`src/rtl/cva6_store_mem_responder.sv`:
```
// rtl/cva6_store_mem_responder.sv - In-order store completion responder with fixed grant-to-response latency
// Each granted store occupies a FIFO slot that counts down and retires strictly in grant order.
module cva6_store_mem_responder #(
  parameter int unsigned DEPTH   = 4,
  parameter int unsigned LATENCY = 3
) (
  input  logic        clk_i,
  input  logic        rst_ni,
  input  logic        store_req_i,
  input  logic [31:0] store_addr_i,
  input  logic        stall_i,
  output logic        store_gnt_o,
  output logic        store_mem_resp_o,
  output logic [31:0] resp_addr_o,
  output logic [3:0]  outstanding_o,
  output logic [31:0] resp_count_o
);

  localparam int unsigned PW       = $clog2(DEPTH);
  localparam logic [3:0]  DEPTH_L  = 4'(DEPTH);
  localparam logic [3:0]  LAT_INIT = 4'(LATENCY - 1);

  logic [DEPTH-1:0] r_valid;
  logic [31:0]      r_addr [DEPTH];
  logic [3:0]       r_cnt  [DEPTH];
  logic [PW-1:0]    r_head;
  logic [PW-1:0]    r_tail;
  logic [3:0]       r_count;
  logic             r_resp;
  logic [31:0]      r_resp_addr;
  logic [31:0]      r_resp_count;

  logic w_push;
  logic w_pop;

  // Grant is gated by reset so nothing is accepted while rst_ni is low.
  always_comb begin
    w_push = 1'b0;
    w_pop  = 1'b0;
    w_push = rst_ni & store_req_i & (r_count < DEPTH_L);
    w_pop  = r_valid[r_head] & (r_cnt[r_head] == 4'd0) & ~stall_i;
  end

  always_ff @(posedge clk_i or negedge rst_ni) begin
    if (!rst_ni) begin
      for (int i = 0; i < DEPTH; i++) begin
        r_valid[i] <= 1'b0;
        r_addr[i]  <= 32'd0;
        r_cnt[i]   <= 4'd0;
      end
      r_head       <= '0;
      r_tail       <= '0;
      r_count      <= 4'd0;
      r_resp       <= 1'b0;
      r_resp_addr  <= 32'd0;
      r_resp_count <= 32'd0;
    end else begin
      // Countdown runs regardless of stall; only the retire is held back.
      for (int i = 0; i < DEPTH; i++) begin
        if (w_push && (PW'(i) == r_tail)) begin
          r_valid[i] <= 1'b1;
          r_addr[i]  <= store_addr_i;
          r_cnt[i]   <= LAT_INIT;
        end else if (w_pop && (PW'(i) == r_head)) begin
          r_valid[i] <= 1'b0;
          r_addr[i]  <= 32'd0;
          r_cnt[i]   <= 4'd0;
        end else if (r_valid[i] && (r_cnt[i] != 4'd0)) begin
          r_cnt[i] <= r_cnt[i] - 4'd1;
        end
      end

      if (w_push) r_tail <= r_tail + 1'b1;
      if (w_pop)  r_head <= r_head + 1'b1;

      case ({w_push, w_pop})
        2'b10:   r_count <= r_count + 4'd1;
        2'b01:   r_count <= r_count - 4'd1;
        default: r_count <= r_count;
      endcase

      r_resp      <= w_pop;
      r_resp_addr <= w_pop ? r_addr[r_head] : 32'd0;
      if (w_pop) r_resp_count <= r_resp_count + 32'd1;
    end
  end

  assign store_gnt_o      = w_push;
  assign store_mem_resp_o = r_resp;
  assign resp_addr_o      = r_resp_addr;
  assign outstanding_o    = r_count;
  assign resp_count_o     = r_resp_count;

endmodule

```
`config.mk`:
```
export PLATFORM = sky130hd
export DESIGN_NAME = cva6_store_mem_responder
export DESIGN_NICKNAME = d
export VERILOG_FILES = /design/src/rtl/cva6_store_mem_responder.sv
export SDC_FILE = /design/constraint.sdc
export NUM_CORES = 1
export LEC_CHECK = 0
export BUFFER_PORTS_ARGS = -buffer_cell sky130_fd_sc_hd__buf_2
export CAP_MARGIN = 20
export CORE_MARGIN = 4
export CORE_UTILIZATION = 63
export DETAILED_ROUTE_END_ITERATION = 8
export GPL_ROUTABILITY_DRIVEN = 0
export MAX_ROUTING_LAYER = met4
export PLACE_DENSITY = 0.85
export REMOVE_ABC_BUFFERS = 1
export SLEW_MARGIN = 30
export SYNTH_ARGS = -nofsm -noshare
export SYNTH_HDL_FRONTEND = slang
export SYNTH_SLANG_ARGS = --single-unit
```
`constraint.sdc`:
```
create_clock -name clk_i -period 4.6 [get_ports clk_i]
set_clock_uncertainty 0.2 [all_clocks]
set_input_delay 0.92 -clock clk_i [delete_from_list [all_inputs] [get_ports clk_i]]
set_output_delay 0.92 -clock clk_i [all_outputs]
set_load 0.02 [all_outputs]
```
==> flow_summary.html, run 1 <==
<table>
<tr><th>Metric</th><th>Value</th></tr>
<tr><th colspan="2">Global route</th></tr>
<tr><td>Residual overflow from global routing</td><td>0</td></tr>
<tr><td>Met2 layer usage reported by global route</td><td>44.0%</td></tr>
<tr><td>Aggregate global-route resource usage</td><td>27.6%</td></tr>
<tr><td>Global-route met1 utilization</td><td>37.0%</td></tr>
<tr><td>Antenna violations before repair</td><td>0</td></tr>
<tr><td>Largest net degree at the start of global routing</td><td>173</td></tr>
<tr><td>GRT met3 Usage</td><td>3.94%</td></tr>
<tr><td>Most heavily used metal layer in global routing</td><td>met2</td></tr>
<tr><td>Global-route wire length before repair</td><td>38.9 mm</td></tr>
<tr><td>Via count of the first global-routing pass</td><td>7728</td></tr>
<tr><th colspan="2">Clock tree</th></tr>
<tr><td>Number of clock sinks</td><td>221</td></tr>
<tr><td>Skew-Pair Late Insertion Delay</td><td>0.52 ns</td></tr>
<tr><td>TritonCTS Buffers</td><td>23</td></tr>
<tr><td>Post-CTS Setup Inserts</td><td>0</td></tr>
<tr><td>TritonCTS clock tree</td><td>built</td></tr>
<tr><td>Number of buffers on the longest clock path</td><td>3</td></tr>
<tr><td># H-tree levels</td><td>1</td></tr>
<tr><td>Post-cts gate resize count</td><td>0</td></tr>
<tr><td>Clk root buf</td><td>sky130_fd_sc_hd__clkbuf_16</td></tr>
<tr><td>Clock edge transition at the registers on the reported setup and hold paths</td><td>0.07 ns</td></tr>
<tr><td>Count of hold buffers inserted by post-cts repair</td><td>0</td></tr>
<tr><th colspan="2">STA</th></tr>
<tr><td>Worst slew margin</td><td>45.5%</td></tr>
<tr><td>Smallest hold slack</td><td>0.112 ns</td></tr>
<tr><td>Number of hold violations in the final report</td><td>0</td></tr>
<tr><td>RSZ-0062 raised after global routing</td><td>no</td></tr>
<tr><td>Count of pins over their slew limit</td><td>0</td></tr>
<tr><td>Final setup violation count</td><td>0</td></tr>
<tr><td>Time the worst path needs with I/O delays and setup</td><td>3.29 ns</td></tr>
<tr><td>Part of the cycle the worst path needs</td><td>71.5%</td></tr>
<tr><td>Transition at the pin with the smallest max-transition slack</td><td>0.817 ns</td></tr>
<tr><td>Fmax</td><td>304 MHz</td></tr>
<tr><th colspan="2">Worst setup path</th></tr>
<tr><td>Worst endpoint data arrival time</td><td>3.44 ns</td></tr>
<tr><td>Critical Path, Cell by Cell</td><td>buf_4 -&gt; a221o_1 -&gt; o311ai_4 -&gt; buf_4 -&gt; nor2_2 -&gt; buf_4 -&gt; o21ai_0</td></tr>
<tr><td>Most prevalent standard cell on the critical path</td><td>sky130_fd_sc_hd__buf_4</td></tr>
<tr><td>Highest-delay cell along the critical path</td><td>sky130_fd_sc_hd__dfrtp_2</td></tr>
<tr><td>Setup CP Type</td><td>reg2reg</td></tr>
<tr><td>Worst setup SP type</td><td>flip-flop</td></tr>
<tr><td>Worst stage delay on the critical path</td><td>0.69 ns</td></tr>
<tr><td>Max FO, Critical Path</td><td>32</td></tr>
<tr><td>Endpoint required time on the critical path</td><td>4.75 ns</td></tr>
<tr><td>Nature of the critical path endpoint</td><td>flip-flop</td></tr>
<tr><td>Kind of cell with the highest combined delay on the critical path</td><td>buffers and inverters</td></tr>
<tr><td>Critical path buffers and inverters</td><td>3</td></tr>
<tr><th colspan="2">Final layout</th></tr>
<tr><td>Number of filler instances in the final layout</td><td>1023</td></tr>
<tr><td>Inserted Diodes</td><td>0</td></tr>
<tr><td>Synth-to-Final Area Change</td><td>15.0%</td></tr>
<tr><td>Design area</td><td>0.0115 mm^2</td></tr>
<tr><td>Share of post-route cells with drive strength above 1</td><td>19.8%</td></tr>
<tr><td>Total Nets Final</td><td>1125</td></tr>
<tr><th colspan="2">Run status</th></tr>
<tr><td>Run status</td><td>complete, no violations</td></tr>
<tr><th colspan="2">Route</th></tr>
<tr><td>Total wire length after detailed routing</td><td>23.4 mm</td></tr>
<tr><td>Vias after detailed routing</td><td>7562</td></tr>
<tr><td>Residual DRC count</td><td>0</td></tr>
<tr><td>Pre-antenna DRT Iters</td><td>5</td></tr>
<tr><td>Wire length per cell</td><td>18.1 um</td></tr>
<tr><td>Per-cell via count in the routed design</td><td>5.83</td></tr>
<tr><td>Initial DRC Count</td><td>745</td></tr>
<tr><td>Antenna Nets Post-Route</td><td>0</td></tr>
<tr><th colspan="2">Power and ir drop</th></tr>
<tr><td>Worst ir drop on vdd</td><td>461 uV</td></tr>
<tr><td>Power density over cell area</td><td>601 mW/mm^2</td></tr>
<tr><td>Static Leak</td><td>5.43 nW</td></tr>
<tr><th colspan="2">Synthesis</th></tr>
<tr><td>Most frequent cell after synthesis</td><td>sky130_fd_sc_hd__nand2_1</td></tr>
<tr><td>Largest family of logic cells by synthesized area</td><td>simple AND/OR/NAND/NOR gates</td></tr>
<tr><td>Leading post-synthesis cells by cell area</td><td>sky130_fd_sc_hd__dfrtp_1 55%, sky130_fd_sc_hd__nand2_1 11%, sky130_fd_sc_hd__mux4_2 7.2%</td></tr>
<tr><td>Gate Count Post-Synth</td><td>979</td></tr>
<tr><td>XOR/XNOR share of the synthesized area</td><td>4.38%</td></tr>
<tr><td>Mapped Avg Cell Area</td><td>10.2 um^2</td></tr>
<tr><td>Post-synthesis share of cell area spent on and, or, nand and nor gates</td><td>18.6%</td></tr>
<tr><td>Share of synthesized cell area in full adder, half adder and majority cells</td><td>2.50%</td></tr>
<tr><td>Most used flip-flop cell after synthesis</td><td>sky130_fd_sc_hd__dfrtp_1</td></tr>
<tr><td>Synth async-reset ratio</td><td>100%</td></tr>
<tr><td>Portion of synthesized cell area occupied by the leading cell type</td><td>55.3%</td></tr>
<tr><td>Most frequent cells after synthesis</td><td>280 x sky130_fd_sc_hd__nand2_1, 221 x sky130_fd_sc_hd__dfrtp_1, 139 x sky130_fd_sc_hd__o21ai_0</td></tr>
<tr><td>Seq cells post-synth</td><td>221</td></tr>
<tr><td>Warnings, synthesis</td><td>0</td></tr>
<tr><td>Number of enable flip-flop cells after synthesis</td><td>0</td></tr>
<tr><td>Cell type with the highest aggregate area in the netlist</td><td>sky130_fd_sc_hd__dfrtp_1</td></tr>
<tr><td>Sequential share of the synthesized area</td><td>55.3%</td></tr>
<tr><td>Cell area after synthesis</td><td>0.00999 mm^2</td></tr>
<tr><td>Share of the synthesized area in compound gates (AO/OA/AOI/OAI)</td><td>8.11%</td></tr>
<tr><td>Synth cell types</td><td>44</td></tr>
<tr><td>Multiplexer share of the synthesized area</td><td>7.32%</td></tr>
<tr><th colspan="2">Placed design</th></tr>
<tr><td>Instance area after placement</td><td>0.0107 mm^2</td></tr>
<tr><td># port buffers</td><td>105</td></tr>
<tr><td>DP HPWL</td><td>14.5 mm</td></tr>
<tr><th colspan="2">Floorplan</th></tr>
<tr><td>Floorplan die width</td><td>134 um</td></tr>
<tr><td>Number of rows in the core area</td><td>45</td></tr>
<tr><td>Num ports</td><td>106</td></tr>
<tr><td>Floorplan core area</td><td>0.0154 mm^2</td></tr>
<tr><td>Die height</td><td>134 um</td></tr>
<tr><td>Initial core utilization</td><td>65.0%</td></tr>
<tr><td>Area enclosed by the die boundary</td><td>0.0179 mm^2</td></tr>
<tr><th colspan="2">Job</th></tr>
<tr><td>Number of maximum-capacitance constraint violations</td><td>0</td></tr>
<tr><th colspan="2">Min path</th></tr>
<tr><td>Worst hold path type</td><td>in2async</td></tr>
</table>
## state kept, by name (all words and copies together) (netlist names)
name and cells:
r_valid 4, r_cnt 16, outstanding_o 4, resp_addr_o 32
r_head 2, resp_count_o 32, store_mem_resp_o 1, r_addr 128
r_tail 2
## per-stage QoR
stage	power [mW]	worst slack [ns]	TNS (ns)	utilization [%]	instances
2_1_floorplan	4.37	-0.813	-2.54	-	919
3_3_place_gp	4.94	1.39	0	69.7	1254
3_5_place_dp	5.06	1.37	0	69.7	1254
4_1_cts	6.93	1.38	0	74.6	1295
5_1_grt	7.34	1.21	0	74.8	1296
6_report	6.91	1.31	0	74.8	1296
## cell usage in the layout, fill, tap and decap left out, drive strengths merged, types with 2 or more instances in the layout
master / instances
nor4: 16
and2: 36
dfrtp: 221
mux4: 32
inv: 32
xnor2: 30
nand3: 11
o31ai: 2
a21oi: 5
xor2: 20
nand4: 7
nand2: 280
or2: 3
buf: 125
and4: 3
clkinv: 4
o21ai: 139
ha: 20
nor2b: 3
and3: 5
nor2: 21
clkbuf: 34
nor3: 21
## layer usage
metal | vias to the layer above | wire length (um) | share of wire (%)
met5 | - | 0 | 0
met2 | 339 | 11500 | 49
met3 | 66 | 1620 | 6.9
met1 | 3716 | 9500 | 41
li1 | 3441 | - | -
met4 | 0 | 736 | 3.1
## cell families after synthesis
logic type | after synthesis
AO/OA/AOI/OAI | 154
buffers and inverters | 91
adder cells (fa/ha/maj) | 20
multiplexers | 33
flip-flops | 221
XOR/XNOR | 50
AND/OR/NAND/NOR | 410
## power breakdown
| part | internal, mW | switching, mW | total, mW |
|---|---|---|---|
| registers | 2.57 | 0.449 | 3.02 |
| logic | 0.906 | 1.15 | 2.05 |
| clock network | 1.09 | 0.751 | 1.84 |
## worst register-to-register path, stage by stage (launching register included)
cell	delay (ns)
sky130_fd_sc_hd__dfrtp_2	0.69
sky130_fd_sc_hd__buf_4	0.40
sky130_fd_sc_hd__a221o_1	0.21
sky130_fd_sc_hd__o311ai_4	0.16
sky130_fd_sc_hd__buf_4	0.30
sky130_fd_sc_hd__nor2_2	0.66
sky130_fd_sc_hd__buf_4	0.37
sky130_fd_sc_hd__o21ai_0	0.14
## final cells by class
type,instances,area (um^2),share of cell area [%]
Clock buffer,34,687,5.97
Clock inverter,7,66.3,0.577
Inverter,31,116,1.01
Multi-Input combinational cell,667,4110,35.8
Sequential cell,221,5530,48.1
Tap cell,211,264,2.30
Timing Repair Buffer,125,718,6.25
## path summary, 6_finish.rpt
kind | from | cells past startpoint | endpoint | slack (ns)
worst max-delay path | r_head[1] | 7 | r_cnt[9] | 1.31
worst min-delay path | rst_ni | 1 | r_addr[83] | 0.11
worst max register to register | r_head[1] | 7 | r_cnt[9] | 1.31
worst min register to register | resp_count_o[31] | 1 | resp_count_o[31] | 0.27
max in group asynchronous | rst_ni | 3 | resp_count_o[6] | 2.84
min in group clk_i | resp_count_o[31] | 1 | resp_count_o[31] | 0.27
Power figures use the tool's default switching activity.
==> inputs of run 2 (changes only) <==
--- a/config.mk
+++ b/config.mk
@@ -8,11 +8,11 @@
 export BUFFER_PORTS_ARGS = -buffer_cell sky130_fd_sc_hd__buf_2
 export CAP_MARGIN = 20
 export CORE_MARGIN = 4
-export CORE_UTILIZATION = 63
+export CORE_UTILIZATION = 59
 export DETAILED_ROUTE_END_ITERATION = 8
 export GPL_ROUTABILITY_DRIVEN = 0
 export MAX_ROUTING_LAYER = met4
-export PLACE_DENSITY = 0.85
+export PLACE_DENSITY = 0.8
 export REMOVE_ABC_BUFFERS = 1
 export SLEW_MARGIN = 30
 export SYNTH_ARGS = -nofsm -noshare
==> constraint.sdc (replaced) <==
create_clock -name clk_i -period 3.1 [get_ports clk_i]
set_clock_uncertainty 0.2 [all_clocks]
set_input_delay 0.62 -clock clk_i [delete_from_list [all_inputs] [get_ports clk_i]]
set_output_delay 0.62 -clock clk_i [all_outputs]
set_load 0.02 [all_outputs]
==> flow_summary.html, run 2 (same netlist as run 1, synthesis figures left out) <==
<table>
<tr><th>Metric</th><th>Value</th></tr>
<tr><th colspan="2">Run status</th></tr>
<tr><td>Run status</td><td>complete, no violations</td></tr>
<tr><th colspan="2">Floorplan</th></tr>
<tr><td>Number of rows in the core area</td><td>47</td></tr>
<tr><td>Floorplan die width</td><td>138 um</td></tr>
<tr><td>Initial core utilization</td><td>60.3%</td></tr>
<tr><td>Floorplan core area</td><td>0.0166 mm^2</td></tr>
<tr><td>Num ports</td><td>106</td></tr>
<tr><td>Die height</td><td>138 um</td></tr>
<tr><td>Area enclosed by the die boundary</td><td>0.0191 mm^2</td></tr>
<tr><th colspan="2">Placed design</th></tr>
<tr><td>Placed cell count</td><td>1267</td></tr>
<tr><td>DP HPWL</td><td>14.3 mm</td></tr>
<tr><td>Instance area after placement</td><td>0.0108 mm^2</td></tr>
<tr><td># port buffers</td><td>105</td></tr>
<tr><th colspan="2">Job</th></tr>
<tr><td>Number of maximum-capacitance constraint violations</td><td>0</td></tr>
<tr><th colspan="2">Global route</th></tr>
<tr><td>Aggregate global-route resource usage</td><td>26.1%</td></tr>
<tr><td>Global-route wire length before repair</td><td>40.3 mm</td></tr>
<tr><td>Antenna violations before repair</td><td>1</td></tr>
<tr><td>Via count of the first global-routing pass</td><td>7902</td></tr>
<tr><td>Residual overflow from global routing</td><td>0</td></tr>
<tr><td>Largest net degree at the start of global routing</td><td>167</td></tr>
<tr><th colspan="2">Final layout</th></tr>
<tr><td>Design area</td><td>0.0116 mm^2</td></tr>
<tr><td>Final core area utilization</td><td>69.7%</td></tr>
<tr><td>Leading cell type in the layout, fill and taps excluded</td><td>sky130_fd_sc_hd__nand2_1</td></tr>
<tr><td>Post-Layout Cell Count</td><td>1307</td></tr>
<tr><td>Total Nets Final</td><td>1128</td></tr>
<tr><td>Share of post-route cells with drive strength above 1</td><td>20.0%</td></tr>
<tr><td>Max FFs per register</td><td>128</td></tr>
<tr><td>Number of filler instances in the final layout</td><td>1257</td></tr>
<tr><td>Register with the highest flop count</td><td>r_addr</td></tr>
<tr><td>Commonest non-fill, non-tap cells in the layout</td><td>280 x sky130_fd_sc_hd__nand2_1, 219 x sky130_fd_sc_hd__dfrtp_1, 139 x sky130_fd_sc_hd__o21ai_0</td></tr>
<tr><td>Synth-to-Final Area Change</td><td>15.6%</td></tr>
<tr><th colspan="2">Power and ir drop</th></tr>
<tr><td>Static Leak</td><td>5.43 nW</td></tr>
<tr><td>Switching power summed over all nets</td><td>3.47 mW</td></tr>
<tr><td>Combinational group share of total power</td><td>30.3%</td></tr>
<tr><td>Share of power burned in registers</td><td>43.0%</td></tr>
<tr><td>Worst ir drop on vdd</td><td>571 uV</td></tr>
<tr><td>Switching part of the total power</td><td>33.8%</td></tr>
<tr><td>Part of the power in the clock network</td><td>26.6%</td></tr>
<tr><td>Cell-internal power</td><td>6.80 mW</td></tr>
<tr><td>Power density over cell area</td><td>888 mW/mm^2</td></tr>
<tr><th colspan="2">Clock tree</th></tr>
<tr><td>Post-CTS Setup Inserts</td><td>0</td></tr>
<tr><td>TritonCTS Buffers</td><td>23</td></tr>
<tr><td>Clk root buf</td><td>sky130_fd_sc_hd__clkbuf_16</td></tr>
<tr><td>Post-cts gate resize count</td><td>0</td></tr>
<tr><td>Skew-Pair Late Insertion Delay</td><td>0.50 ns</td></tr>
<tr><td>Count of hold buffers inserted by post-cts repair</td><td>0</td></tr>
<tr><td>Number of clock sinks</td><td>221</td></tr>
<tr><td># H-tree levels</td><td>1</td></tr>
<tr><td>Number of buffers on the longest clock path</td><td>3</td></tr>
<tr><td>TritonCTS clock tree</td><td>built</td></tr>
<tr><td>Clock edge transition at the registers on the reported setup and hold paths</td><td>0.06 ns</td></tr>
<tr><th colspan="2">STA</th></tr>
<tr><td>Smallest hold slack</td><td>0.0647 ns</td></tr>
<tr><td>Final setup violation count</td><td>0</td></tr>
<tr><td>Number of hold violations in the final report</td><td>0</td></tr>
<tr><td>RSZ-0062 raised after global routing</td><td>no</td></tr>
<tr><td>Part of the cycle the worst path needs</td><td>92.4%</td></tr>
<tr><td>Sum of negative setup slack</td><td>0 ns</td></tr>
<tr><td>Worst slew margin</td><td>37.8%</td></tr>
<tr><td>Time the worst path needs with I/O delays and setup</td><td>2.86 ns</td></tr>
<tr><td>Fmax</td><td>349 MHz</td></tr>
<tr><td>Transition at the pin with the smallest max-transition slack</td><td>0.930 ns</td></tr>
<tr><td>Count of pins over their slew limit</td><td>0</td></tr>
<tr><th colspan="2">Route</th></tr>
<tr><td>Initial DRC Count</td><td>630</td></tr>
<tr><td>Vias after detailed routing</td><td>7508</td></tr>
<tr><td>Wire length per cell</td><td>18.3 um</td></tr>
<tr><td>Residual DRC count</td><td>0</td></tr>
<tr><td>Antenna Nets Post-Route</td><td>0</td></tr>
<tr><td>Per-cell via count in the routed design</td><td>5.74</td></tr>
<tr><td>Pre-antenna DRT Iters</td><td>7</td></tr>
<tr><td>Total wire length after detailed routing</td><td>23.9 mm</td></tr>
<tr><th colspan="2">Worst setup path</th></tr>
<tr><td>Worst setup SP type</td><td>flip-flop</td></tr>
<tr><td>Max FO, Critical Path</td><td>7</td></tr>
<tr><td>Nature of the critical path endpoint</td><td>flip-flop</td></tr>
<tr><td>Worst endpoint data arrival time</td><td>3.05 ns</td></tr>
<tr><td>Endpoint required time on the critical path</td><td>3.28 ns</td></tr>
<tr><td>Setup CP Type</td><td>reg2reg</td></tr>
<tr><th colspan="2">Min path</th></tr>
<tr><td>Worst hold path type</td><td>in2async</td></tr>
</table>
## run 2: cell count changes in the layout (fill, tap and decap cells not counted), sizes merged
cell and delta:
clkbuf -4, diode +1, clkinvlp +2, bufinv +1, inv -1, buf +3
## run 2: area by class of cell
cell class | count | area, um^2 | area share [%]
Tap cell | 220 | 275 | 2.38
Clock buffer | 30 | 642 | 5.56
Multi-Input combinational cell | 667 | 4130 | 35.8
Inverter | 31 | 116 | 1.01
Timing Repair Buffer | 128 | 746 | 6.45
Clock inverter | 9 | 106 | 0.921
Sequential cell | 221 | 5530 | 47.9
Antenna cell | 1 | 2.50 | 0.0217
## run 2: power by group through the flow
stage	Sequential, mW	Combinational [mW]	Clock (mW)
after global routing	4.51	3.48	2.90
after floorplan	4.56	1.92	0
after global placement	4.39	2.96	0
final	4.42	3.11	2.73
after CTS	4.40	3.14	2.77
after detailed placement	4.42	3.09	0
## run 2: per-layer routing
metal	track usage, %	vias to the layer above	share of wire, %
met5	-	-	0
met4	6.55	0	2.3
met3	4.42	47	6.5
met2	43.7	292	50
met1	33.6	3727	41
li1	-	3442	-
## run 2: final timing paths
kind / startpoint / slack [ns] / to / cells after the start
min reg2reg: resp_count_o[31] / 0.27 / resp_count_o[31] / 1
max in group asynchronous: rst_ni / 1.89 / r_head[1] / 2
min in group clk_i: store_addr_i[20] / 0.18 / r_addr[20] / 3
max reg2reg: r_head[0] / 0.24 / outstanding_o[2] / 11
max: r_head[0] / 0.24 / outstanding_o[2] / 11
min: rst_ni / 0.06 / store_mem_resp_o / 2
## run 2: critical path, stage by stage (launching register included)
cell,delay (ns)
sky130_fd_sc_hd__dfrtp_2,0.46
sky130_fd_sc_hd__and4bb_1,0.24
sky130_fd_sc_hd__a221o_1,0.38
sky130_fd_sc_hd__o311ai_4,0.11
sky130_fd_sc_hd__inv_2,0.12
sky130_fd_sc_hd__ha_1,0.27
sky130_fd_sc_hd__xor2_1,0.19
sky130_fd_sc_hd__ha_1,0.19
sky130_fd_sc_hd__a21oi_1,0.19
sky130_fd_sc_hd__xor2_1,0.19
sky130_fd_sc_hd__nor2_1,0.07
sky130_fd_sc_hd__xor2_1,0.13
## run 2: per-stage QoR
stage | total power [mW] | setup WS (ns)
3_5_place_dp | 7.52 | 0.293
6_report | 10.3 | 0.236
4_1_cts | 10.3 | 0.238
3_3_place_gp | 7.35 | 0.382
5_1_grt | 10.9 | 0.111
2_1_floorplan | 6.48 | -2.31
